==> config.mk <==
export PLATFORM = sky130hd
export DESIGN_NAME = fcims_txn_ctrl
export DESIGN_NICKNAME = d
export VERILOG_FILES = /design/src/rtl/fcims_txn_ctrl.sv
export SDC_FILE = /design/constraint.sdc
export NUM_CORES = 1
export LEC_CHECK = 0
export ABC_AREA = 1
export CORE_UTILIZATION = 49
export DETAILED_ROUTE_END_ITERATION = 16
export GPL_TIMING_DRIVEN = 0
export MAX_ROUTING_LAYER = met4
export PLACE_DENSITY = 0.71
export SYNTH_ARGS = -nofsm -noshare
export SYNTH_HDL_FRONTEND = slang
export SYNTH_SLANG_ARGS = --single-unit
==> constraint.sdc <==
create_clock -name clk -period 2.5 [get_ports clk]
set_clock_uncertainty 0.15 [all_clocks]
set_input_delay 0.375 -clock clk [delete_from_list [all_inputs] [get_ports clk]]
set_output_delay 0.375 -clock clk [all_outputs]
set_load 0.05 [all_outputs]
==> src/rtl/fcims_txn_ctrl.sv <==
// ---------------------------------------------------------------------------
// fcims_txn_ctrl
// Stock / sales transaction controller. A request taken while idle either
// restocks (adds qty to stock) or sells (removes qty from stock and prices
// the sale with a 4-cycle shift-add multiply, total = uprice * qty).
// Rejected transactions (overflow past 15 or selling more than in stock)
// leave stock and total untouched and report err with the done pulse.
//
// Ports
//   clk      in   clock, all state changes on the rising edge
//   reset_n  in   asynchronous active-low reset
//   req      in   transaction request (level), sampled only when idle
//   op       in   0 = restock, 1 = sell
//   qty      in   [3:0] cell count
//   uprice   in   [3:0] unit price (sell only)
//   busy     out  high whenever a transaction is in progress
//   done     out  one-cycle completion pulse
//   err      out  1 = last transaction rejected, valid with done
//   stock    out  [3:0] current stock
//   total    out  [7:0] price of the last completed sell
// ---------------------------------------------------------------------------
module fcims_txn_ctrl #(
   parameter logic [3:0] INIT_STOCK = 4'd0
) (
   input  logic       clk,
   input  logic       reset_n,
   input  logic       req,
   input  logic       op,
   input  logic [3:0] qty,
   input  logic [3:0] uprice,
   output logic       busy,
   output logic       done,
   output logic       err,
   output logic [3:0] stock,
   output logic [7:0] total
);

   typedef enum logic [1:0] {
      S_IDLE  = 2'd0,
      S_CHECK = 2'd1,
      S_MUL   = 2'd2,
      S_DONE  = 2'd3
   } state_t;

   state_t      state_reg;
   logic        op_reg;
   logic [3:0]  qty_reg;     // multiplier; shifted right one bit per MUL cycle
   logic [7:0]  mcand_reg;   // multiplicand; shifted left one bit per MUL cycle
   logic [7:0]  acc_reg;
   logic [1:0]  cnt_reg;
   logic [3:0]  stock_reg;
   logic [7:0]  total_reg;
   logic        err_reg;

   // Restock sum kept one bit wider so an overflow past 15 is visible
   // instead of wrapping.
   logic [4:0]  sum_w;
   logic [7:0]  acc_add_w;

   assign sum_w     = {1'b0, stock_reg} + {1'b0, qty_reg};
   assign acc_add_w = acc_reg + (qty_reg[0] ? mcand_reg : 8'd0);

   always_ff @(posedge clk or negedge reset_n) begin
      if (!reset_n) begin
         state_reg <= S_IDLE;
         op_reg    <= 1'b0;
         qty_reg   <= 4'd0;
         mcand_reg <= 8'd0;
         acc_reg   <= 8'd0;
         cnt_reg   <= 2'd0;
         stock_reg <= INIT_STOCK;
         total_reg <= 8'd0;
         err_reg   <= 1'b0;
      end else begin
         case (state_reg)
            S_IDLE: begin
               if (req) begin
                  op_reg    <= op;
                  qty_reg   <= qty;
                  mcand_reg <= {4'd0, uprice};
                  err_reg   <= 1'b0;
                  state_reg <= S_CHECK;
               end
            end

            S_CHECK: begin
               if (!op_reg) begin
                  if (sum_w > 5'd15) begin
                     err_reg <= 1'b1;
                  end else begin
                     stock_reg <= sum_w[3:0];
                  end
                  state_reg <= S_DONE;
               end else if (qty_reg > stock_reg) begin
                  err_reg   <= 1'b1;
                  state_reg <= S_DONE;
               end else begin
                  stock_reg <= stock_reg - qty_reg;
                  acc_reg   <= 8'd0;
                  cnt_reg   <= 2'd0;
                  state_reg <= S_MUL;
               end
            end

            S_MUL: begin
               // One multiplier bit per cycle, LSB first; the product is
               // published to total only on the last of the four cycles.
               acc_reg   <= acc_add_w;
               qty_reg   <= qty_reg >> 1;
               mcand_reg <= mcand_reg << 1;
               cnt_reg   <= cnt_reg + 2'd1;
               if (cnt_reg == 2'd3) begin
                  total_reg <= acc_add_w;
                  state_reg <= S_DONE;
               end
            end

            S_DONE: begin
               state_reg <= S_IDLE;
            end

            default: begin
               state_reg <= S_IDLE;
            end
         endcase
      end
   end

   assign busy  = (state_reg != S_IDLE);
   assign done  = (state_reg == S_DONE);
   assign err   = err_reg;
   assign stock = stock_reg;
   assign total = total_reg;

endmodule
==> results of run 1 <==
-- cell families after synthesis --
kind of cell / count (synthesis) / share of synthesized area
and+or+nand+nor: 149 / 0.258
buffers and inverters: 53 / 0.0894
AOI/OAI and AO/OA: 40 / 0.0980
DFF: 38 / 0.409
adders and majority gates: 23 / 0.134
xor gates and xnor gates: 3 / 0.0113
-- per-layer routing --
layer	vias up	share of wire	global-route usage
met4	0	0.021	0.0978
met1	877	0.51	0.293
met3	12	0.039	0.0541
met2	33	0.43	0.346
met5	-	0	-
li1	1017	-	-
-- path summary, 6_finish.rpt --
| path | startpoint | end | slack (ns) | cells after the start |
|---|---|---|---|---|
| worst max-delay path | state_reg[0]$_DFFE_PN0P_ | done | 0.31 | 2 |
| worst min-delay path | reset_n | stock[0]$_DFFE_PN0P_ | 0.04 | 1 |
| worst max register to register | stock[0]$_DFFE_PN0P_ | acc_reg[3]$_DFFE_PN0P_ | 0.38 | 11 |
| worst min register to register | total[6]$_DFFE_PN0P_ | total[6]$_DFFE_PN0P_ | 0.34 | 2 |
| max in group asynchronous | reset_n | mcand_reg[7]$_DFFE_PN0P_ | 1.61 | 1 |
| min in group clk | total[6]$_DFFE_PN0P_ | total[6]$_DFFE_PN0P_ | 0.34 | 2 |
-- layout make-up --
cell class,count,area [sq um]
buffer,5,27.5
clock buffer,5,68.8
fill,417,1690
sequential,38,951
tap,52,65.1
timing repair buffer,26,258
multi-input combinational,215,1160
clock inverter,3,40.0
inverter,48,180
-- cells in the final DEF, fill, tap and decap left out, drive strengths merged, types with 7 or more instances in the layout --
| cell type | n |
|---|---|
| ha | 20 |
| nand3 | 13 |
| dfrtp | 38 |
| clkbuf | 7 |
| a21oi | 8 |
| clkdlybuf4s50 | 24 |
| nand2 | 118 |
| o21ai | 25 |
| inv | 48 |
| nor2 | 12 |
-- critical path, delay by kind of cell (launching register included) --
family                     cells  cell delay (ns)
buffers and inverters          1             0.80
DFF                            1             0.41
adders and majority gates      1             0.17
-- through the flow --
stage	setup TNS, ns	std cells	utilization	area, sq um	hold WS, ns
floorplan	0	306	-	2320	-0.0706
global placement	-2.15	384	0.596	2650	0.314
detailed placement	0	384	0.595	2640	0.320
CTS	0	392	0.619	2750	0.0710
global route	0	392	0.620	2760	0.123
finish	0	392	0.620	2760	0.0365
-- power by group --
part / internal (uW) / total, uW / leakage, uW / switching (uW)
Sequential: 895 / 1100 / 0.000479 / 209
Combinational: 880 / 2490 / 0.000975 / 1610
Clock: 294 / 518 / 0.0000579 / 224
==> results.py, run 1 <==
metrics = {
    "detailed_routing": {
        "vias": 1939,
        "drc": 0,
        "dr.pass1.iters": 6,
        "drt-vias-per-instance": 4.95,
        "antenna_left": 0,
        "drt-wirelength-per-cell_microns": 12.5,
        "drt_iter0_drc": 94,
        "drt_wl_total_microns": 4910,
    },
    "synthesis": {
        "syn-instance-count": 306,
        "synthTopCellsByArea": "dfrtp_1, nand2_1, ha_1",
        "ys_ff_latch": 38,
        "netlist_area_sq_um": 2320,
        "yosys.cell_count.top_type": "nand2_1",
        "synth.top_cell.area_share": 0.409,
        "synth_ff_type": "dfrtp_1",
        "synth_commonest_cells": "nand2_1, inv_1, dfrtp_1",
        "seq_area_frac_synth": 0.409,
        "synth_cell_types": 25,
        "syn_avg_cell_area_sq_um": 7.59,
        "synth_edf_count": 0,
        "yosysWarnings": 0,
        "ys_async_sr_fraction": 1.00,
        "syn-num-nets": 341,
        "yosysTopAreaCell": "dfrtp_1",
    },
    "die": {
        "die_area_sq_um": 5020,
        "boundaryPins": 27,
        "fp.dieW_microns": 70.9,
        "core_sq_um": 4440,
        "start_util": 0.523,
        "rows": 24,
        "fp.dieH_microns": 70.9,
    },
    "setup_path": {
        "worstPathArrival_ns": 1.66,
        "crit_required_ns": 1.98,
        "crit_path_max_fanout": 5,
        "cpMaxStageDelayCell": "clkdlybuf4s50_1",
        "worstSetupEndpointType": "primary output",
        "path_class": "flip-flop to primary output",
        "cpPeakStageDelay_ns": 0.80,
        "cp-start-kind": "flip-flop",
        "crit_chain": "ha_1 > clkdlybuf4s50_1",
    },
    "power_and_ir_drop": {
        "ir_drop_mv": 0.803,
        "pwr_density_cell_nw_per_um2": 1490,
        "p_leak_uw": 0.00151,
        "p_total_uw": 4120,
    },
    "clock_tree": {
        "post_cts_resized": 0,
        "clk_latency_ns": 0.29,
        "cts_tree": "done",
        "cts_sinks": 38,
        "root_buffer": "clkbuf_8",
        "path_clk_slew_ns": 0.08,
        "postCtsSetupBuffers": 0,
        "clk_path_buf_depth": 2,
        "numCtsBuffers": 5,
        "htree_levels": 2,
        "cts-hold-fix-buffers": 0,
    },
    "timing": {
        "fin_crit_sh": 0.876,
        "max_slew.worst_pin.slew_ns": 0.862,
        "setup_viol": 0,
        "finalHoldViolations": 0,
        "relSlewSlack": 0.426,
        "slew_viol_final": 0,
        "fin_ws_ns": 0.310,
        "timing.fmax_ghz": 0.457,
        "rsz0062_at_grt": "no",
        "fin_crit_ns": 2.19,
    },
    "global_routing": {
        "grt_antenna_before_repair": 0,
        "globalRouteOverflowTotal": 0,
        "first_global_vias": 2003,
        "grt_start_max_net_pins": 39,
        "grtUsageTotal": 0.228,
        "grt_pass1_wl_microns": 8680,
    },
    "placement": {
        "place_ws_ns": 0.335,
        "gp_congestion": 0.851,
        "portBuffers": 26,
        "dp_hpwl_microns": 3590,
    },
    "cells_and_area": {
        "final_layout_size_suffix_gt1_frac": 0.0559,
        "diodes": 0,
        "final_nets": 374,
        "synthToLayoutAreaGrowth_pct": 18.6,
    },
    "run": {
        "drv_cap": 0,
    },
    "outcome": {
        "status": "completed",
    },
    "min_path": {
        "hold_class": "input port to asynchronous set/reset pin",
    },
}
(Power assumes the default switching activity.)
==> run 2: changes to the inputs <==
==> constraint.sdc (replaced) <==
create_clock -name clk -period 2.21 [get_ports clk]
set_clock_uncertainty 0.15 [all_clocks]
set_input_delay 0.3315 -clock clk [delete_from_list [all_inputs] [get_ports clk]]
set_output_delay 0.3315 -clock clk [all_outputs]
set_load 0.05 [all_outputs]
==> run 2 against run 1 <==
The flow now finishes with violations (negative hold slack); sequential share of layout area shrank 0.16 points; power increased by 14%; die area stayed put; routed wire length shrank 0.31%; critical path type unchanged; critical endpoint unchanged; largest power group unchanged; highest routed layer unchanged.
==> results.py, run 2 (synthesized netlist as in run 1, its figures left out) <==
metrics = {
    "power_and_ir_drop": {
        "ir_drop_mv": 0.911,
        "p_leak_uw": 0.00151,
        "pwr_density_cell_nw_per_um2": 1700,
    },
    "clock_tree": {
        "path_clk_slew_ns": 0.08,
        "clk_latency_ns": 0.29,
        "cts-hold-fix-buffers": 0,
        "numCtsBuffers": 5,
        "cts_sinks": 38,
        "clk_path_buf_depth": 2,
        "root_buffer": "clkbuf_8",
        "cts_tree": "done",
        "htree_levels": 2,
    },
    "setup_path": {
        "crit_buf_inv": 1,
        "r2r_end": "acc_reg[3]$_DFFE_PN0P_",
        "cp-start-kind": "flip-flop",
        "worstPathArrival_ns": 1.67,
        "r2r-start": "stock[0]$_DFFE_PN0P_",
        "crit_chain": "ha_1 > clkdlybuf4s50_1",
        "crit_required_ns": 1.73,
        "cpPeakStageDelay_ns": 0.80,
        "crit_path_max_fanout": 5,
        "cpMaxStageDelayCell": "clkdlybuf4s50_1",
        "r2r_slack_ns": 0.12,
        "worstSetupEndpointType": "primary output",
        "ff2ff_path_depth": 11,
        "path_delay_family": "buffers and inverters",
        "path_class": "flip-flop to primary output",
    },
    "global_routing": {
        "grtUsageTotal": 0.228,
        "first_global_vias": 2005,
        "grt_pass1_wl_microns": 8690,
        "grt_start_max_net_pins": 39,
        "globalRouteOverflowTotal": 0,
        "grt_antenna_before_repair": 0,
    },
    "placement": {
        "portBuffers": 26,
        "place_ws_ns": 0.0886,
        "dp_hpwl_microns": 3590,
        "gp_congestion": 0.851,
    },
    "cells_and_area": {
        "synthToLayoutAreaGrowth_pct": 19.3,
        "final_nets": 375,
        "final_cell_mix": "nand2_1, inv_1, dfrtp_1",
        "final_layout_size_suffix_gt1_frac": 0.0704,
        "fillers": 412,
        "diodes": 0,
        "final_common_cell": "nand2_1",
    },
    "die": {
        "fp.dieW_microns": 70.9,
        "die_area_sq_um": 5020,
        "rows": 24,
        "boundaryPins": 27,
        "fp.dieH_microns": 70.9,
        "start_util": 0.523,
        "core_sq_um": 4440,
    },
    "detailed_routing": {
        "drc": 0,
        "antenna_left": 0,
        "drt-wirelength-per-cell_microns": 12.5,
        "drt_iter0_drc": 107,
        "drt_wl_total_microns": 4900,
        "dr.pass1.iters": 6,
        "drt-vias-per-instance": 4.97,
        "vias": 1955,
    },
    "timing": {
        "slew_viol_final": 0,
        "timing.fmax_ghz": 0.465,
        "relSlewSlack": 0.430,
        "finalSetupTns_ns": 0,
        "fin_hold_ws_ns": -0.0163,
        "fin_crit_ns": 2.15,
        "fin_crit_sh": 0.973,
        "rsz0062_at_grt": "no",
        "fin_ws_ns": 0.0606,
        "finalHoldViolations": 10,
        "setup_viol": 0,
        "max_slew.worst_pin.slew_ns": 0.855,
    },
    "outcome": {
        "status": "complete, but fails checks",
        "violations": "negative hold slack",
    },
    "run": {
        "drv_cap": 0,
    },
    "min_path": {
        "hold_class": "input port to asynchronous set/reset pin",
    },
}
run 2: area by class of cell:
cell class                 count  area, sq um  share of cell area
multi-input combinational    215         1170               0.424
sequential                    38          952               0.344
timing repair buffer          27          258              0.0930
inverter                      48          183              0.0659
clock buffer                   5         68.8              0.0248
tap                           52         65.1              0.0235
clock inverter                 3         40.0              0.0144
buffer                         5         30.0              0.0108
run 2: worst register-to-register path: stages, from the launching register on:
cell	delay [ns]
dfrtp_1	0.38
inv_1	0.05
ha_1	0.23
fa_1	0.39
nand3b_1	0.17
nand2_1	0.10
nand2_1	0.07
nand2_1	0.13
nand2_2	0.12
inv_4	0.11
nand2_1	0.06
nand2_1	0.06
run 2: layer usage:
| metal | GRT usage | part of all wire | vias up |
|---|---|---|---|
| li1 | - | - | 1019 |
| met3 | 0.0541 | 0.038 | 12 |
| met2 | 0.347 | 0.43 | 35 |
| met4 | 0.0978 | 0.021 | 0 |
| met1 | 0.293 | 0.51 | 889 |
| met5 | - | 0 | - |
run 2: worst max-delay path by stage:
| stage | start | end | slack [ns] | cells after the start |
|---|---|---|---|---|
| after detailed placement | state_reg[0]$_DFFE_PN0P_ | busy | 0.09 | 4 |
| after global routing | stock[0]$_DFFE_PN0P_ | acc_reg[4]$_DFFE_PN0P_ | 0.01 | 9 |
| after CTS | state_reg[0]$_DFFE_PN0P_ | busy | 0.04 | 4 |
| after floorplan | stock[0]$_DFFE_PN0P_ | acc_reg[2]$_DFFE_PN0P_ | 0.01 | 10 |
| final | state_reg[0]$_DFFE_PN0P_ | done | 0.06 | 2 |
| after global placement | reset_n | total[6]$_DFFE_PN0P_ | -0.30 | 1 |
run 2: metrics by stage:
step | utilization | total power (uW) | cell area [sq um] | hold slack [ns] | cells
after floorplan | - | 3330 | 2320 | -0.114 | 306
after global placement | 0.596 | 4000 | 2650 | 0.314 | 384
after detailed placement | 0.595 | 4070 | 2640 | 0.320 | 384
after CTS | 0.619 | 4680 | 2750 | 0.0275 | 392
after global routing | 0.624 | 5150 | 2770 | 0.0797 | 393
final | 0.624 | 4700 | 2770 | -0.0163 | 393
run 2: repair_timing:
item / in CTS / in global routing
pin swaps: 0 / 0
setup endpoints to repair: 1 / 13
resized for setup: 1 / 9
buffers inserted: 0 / 1
hold endpoints to repair: 0 / 0
run 2: report_power, final:
part / total [uW] / switching [uW] / internal, uW
Sequential: 1250 / 235 / 1010
Combinational: 2870 / 1850 / 1020
Clock: 587 / 255 / 332
Total: 4700 / 2340 / 2360
==> run 3: changes to the inputs <==
--- a/config.mk
+++ b/config.mk
@@ -5,7 +5,6 @@
 export SDC_FILE = /design/constraint.sdc
 export NUM_CORES = 1
 export LEC_CHECK = 0
-export ABC_AREA = 1
 export CORE_UTILIZATION = 49
 export DETAILED_ROUTE_END_ITERATION = 16
 export GPL_TIMING_DRIVEN = 0
==> run 3 against run 2 <==
The flow finishes with violations (negative hold slack, negative setup slack); global-route usage down 0.39 points; synthesized area up 0.11%; die area about the same; via count down 6.6%; power up 9.4%; sequential power up 6%; first-iteration DRC count down 33%; fmax down 2.8%; critical path depth up 6.
==> results.py, run 3 <==
metrics = {
    "power_and_ir_drop": {
        "p_leak_uw": 0.00131,
        "pwr_density_cell_nw_per_um2": 1760,
        "ir_drop_mv": 0.981,
    },
    "die": {
        "boundaryPins": 27,
        "fp.dieH_microns": 70.9,
        "start_util": 0.523,
        "die_area_sq_um": 5030,
        "fp.dieW_microns": 70.9,
        "rows": 24,
        "core_sq_um": 4440,
    },
    "cells_and_area": {
        "final_layout_size_suffix_gt1_frac": 0.224,
        "diodes": 0,
        "final_nets": 297,
        "fin_util": 0.657,
        "synthToLayoutAreaGrowth_pct": 25.4,
        "final_cell_mix": "dfrtp_1, clkdlybuf4s50_1, o22ai_1, nand2_1",
        "stdcell_count": 315,
        "final_common_cell": "dfrtp_1",
        "stdcell_area_sq_um": 2920,
    },
    "clock_tree": {
        "cts_tree": "done",
        "cts_sinks": 38,
        "htree_levels": 2,
        "numCtsBuffers": 5,
        "path_clk_slew_ns": 0.07,
        "clk_latency_ns": 0.29,
        "root_buffer": "clkbuf_8",
        "clk_path_buf_depth": 2,
    },
    "synthesis": {
        "synth_commonest_cells": "dfrtp_1, ha_1, nand2_1, o22ai_1, a21oi_1",
        "yosysWarnings": 0,
        "synth_edf_count": 0,
        "synth.top_cell.area_share": 0.409,
        "yosysTopAreaCell": "dfrtp_1",
        "syn_avg_cell_area_sq_um": 10.5,
        "syn-instance-count": 222,
        "ys_ff_latch": 38,
        "ys_async_sr_fraction": 1.00,
        "seq_area_frac_synth": 0.409,
        "syn-num-nets": 257,
        "synth_cell_types": 36,
        "synthTopCellsByArea": "dfrtp_1, ha_1, mux2_2",
        "netlist_area_sq_um": 2330,
        "synth_ff_type": "dfrtp_1",
        "yosys.cell_count.top_type": "dfrtp_1",
    },
    "setup_path": {
        "cp-start-kind": "flip-flop",
        "path_class": "flip-flop to flip-flop",
        "crit_required_ns": 2.25,
        "crit_path_max_fanout": 5,
        "startpoint": "qty_reg[0]$_DFFE_PN0P_",
        "r2r-start": "qty_reg[0]$_DFFE_PN0P_",
        "worstSetupEndpointType": "flip-flop",
        "worstPathArrival_ns": 2.25,
    },
    "outcome": {
        "violations": "negative hold slack, negative setup slack",
        "status": "complete, but fails checks",
    },
    "global_routing": {
        "grt_antenna_before_repair": 0,
        "grt_start_max_net_pins": 39,
        "grtUsageTotal": 0.224,
        "globalRouteOverflowTotal": 0,
        "grt_pass1_wl_microns": 8370,
        "first_global_vias": 1781,
    },
    "timing": {
        "finalSetupTns_ns": -0.00180,
        "timing.fmax_ghz": 0.452,
        "fin_hold_ws_ns": -0.00255,
        "fin_crit_sh": 1.00,
        "fin_crit_ns": 2.21,
        "slew_viol_final": 0,
        "setup_viol": 1,
        "max_slew.worst_pin.slew_ns": 0.864,
        "fin_ws_ns": -0.00180,
        "relSlewSlack": 0.424,
        "rsz0062_at_grt": "yes",
        "finalHoldViolations": 9,
    },
    "placement": {
        "portBuffers": 25,
        "dp_hpwl_microns": 3450,
        "placed_area_sq_um": 2660,
        "gp_congestion": 0.834,
        "dp_cells": 299,
    },
    "detailed_routing": {
        "drt-wirelength-per-cell_microns": 15.9,
        "antenna_left": 0,
        "drc": 0,
        "drt-vias-per-instance": 5.79,
        "vias": 1825,
        "drt_iter0_drc": 72,
        "drt_wl_total_microns": 5020,
        "dr.pass1.iters": 12,
    },
    "min_path": {
        "hold_class": "input port to asynchronous set/reset pin",
    },
    "run": {
        "drv_cap": 0,
    },
}
[run 3: worst paths after layout]
path / endpoint / slack [ns] / depth (start not counted)
worst max-delay path: total[6]$_DFFE_PN0P_ / -0.002 / 8
worst min-delay path: stock[1]$_DFFE_PN0P_ / -0.003 / 1
worst max register to register: total[6]$_DFFE_PN0P_ / -0.002 / 8
worst min register to register: total[2]$_DFFE_PN0P_ / 0.33 / 2
max in group asynchronous: mcand_reg[0]$_DFFE_PN0P_ / 1.32 / 1
min in group clk: total[2]$_DFFE_PN0P_ / 0.33 / 2
[run 3: stage by stage]
| stage | setup slack [ns] | power, uW |
|---|---|---|
| 6_report | -0.00180 | 5140 |
| 4_1_cts | -0.0289 | 4940 |
| 3_3_place_gp | -0.453 | 4260 |
| 2_1_floorplan | 0.0137 | 3600 |
| 5_1_grt | -0.0863 | 5570 |
| 3_5_place_dp | -0.177 | 4330 |
[run 3: logic make-up after synthesis]
logic type / Yosys count / share of synthesized area
compound gates: 69 / 0.198
simple gates: 41 / 0.0861
flops: 38 / 0.409
fa+ha+maj: 23 / 0.133
mux: 22 / 0.104
buf+inv: 20 / 0.0355
xor+xnor: 9 / 0.0339
[run 3: cell type report]
class                           instances  area (sq um)
Fill cell                             387          1530
Multi-Input combinational cell        164          1420
Sequential cell                        38           956
Timing Repair Buffer                   33           304
Clock buffer                            7          86.3
Tap cell                               52          65.1
Inverter                               12          45.0
Buffer                                  8          41.3
Clock inverter                          1          5.00
[run 3: power breakdown]
group	total, uW	leakage, uW	internal, uW	switching (uW)
sequential	1330	0.000474	1020	309
combinational	3310	0.000785	1500	1810
clock	500	0.0000482	252	249
[run 3: worst max-delay path: stages, from the launching register on]
cell and delay [ns]:
dfrtp_2 0.45, buf_6 0.14, and2_4 0.16, fa_2 0.38, a211oi_2 0.19, o21bai_1 0.11, a21oi_2 0.18, xnor2_2 0.08
mux2_2 0.25
[run 3: per-layer routing]
metal	track usage	wire length [microns]	up-vias
met5	-	0	-
met2	0.335	2240	36
met3	0.0484	168	9
met4	0.0889	93	0
li1	-	-	883
met1	0.298	2520	897
[run 3: repair_timing]
item | CTS | global route
pin swaps | 6 | 9
cloned | 0 | 0
hold buffers | 0 | 0
buffers inserted | 5 | 3
setup endpoints to repair | 13 | 14
gates resized for setup | 7 | 16
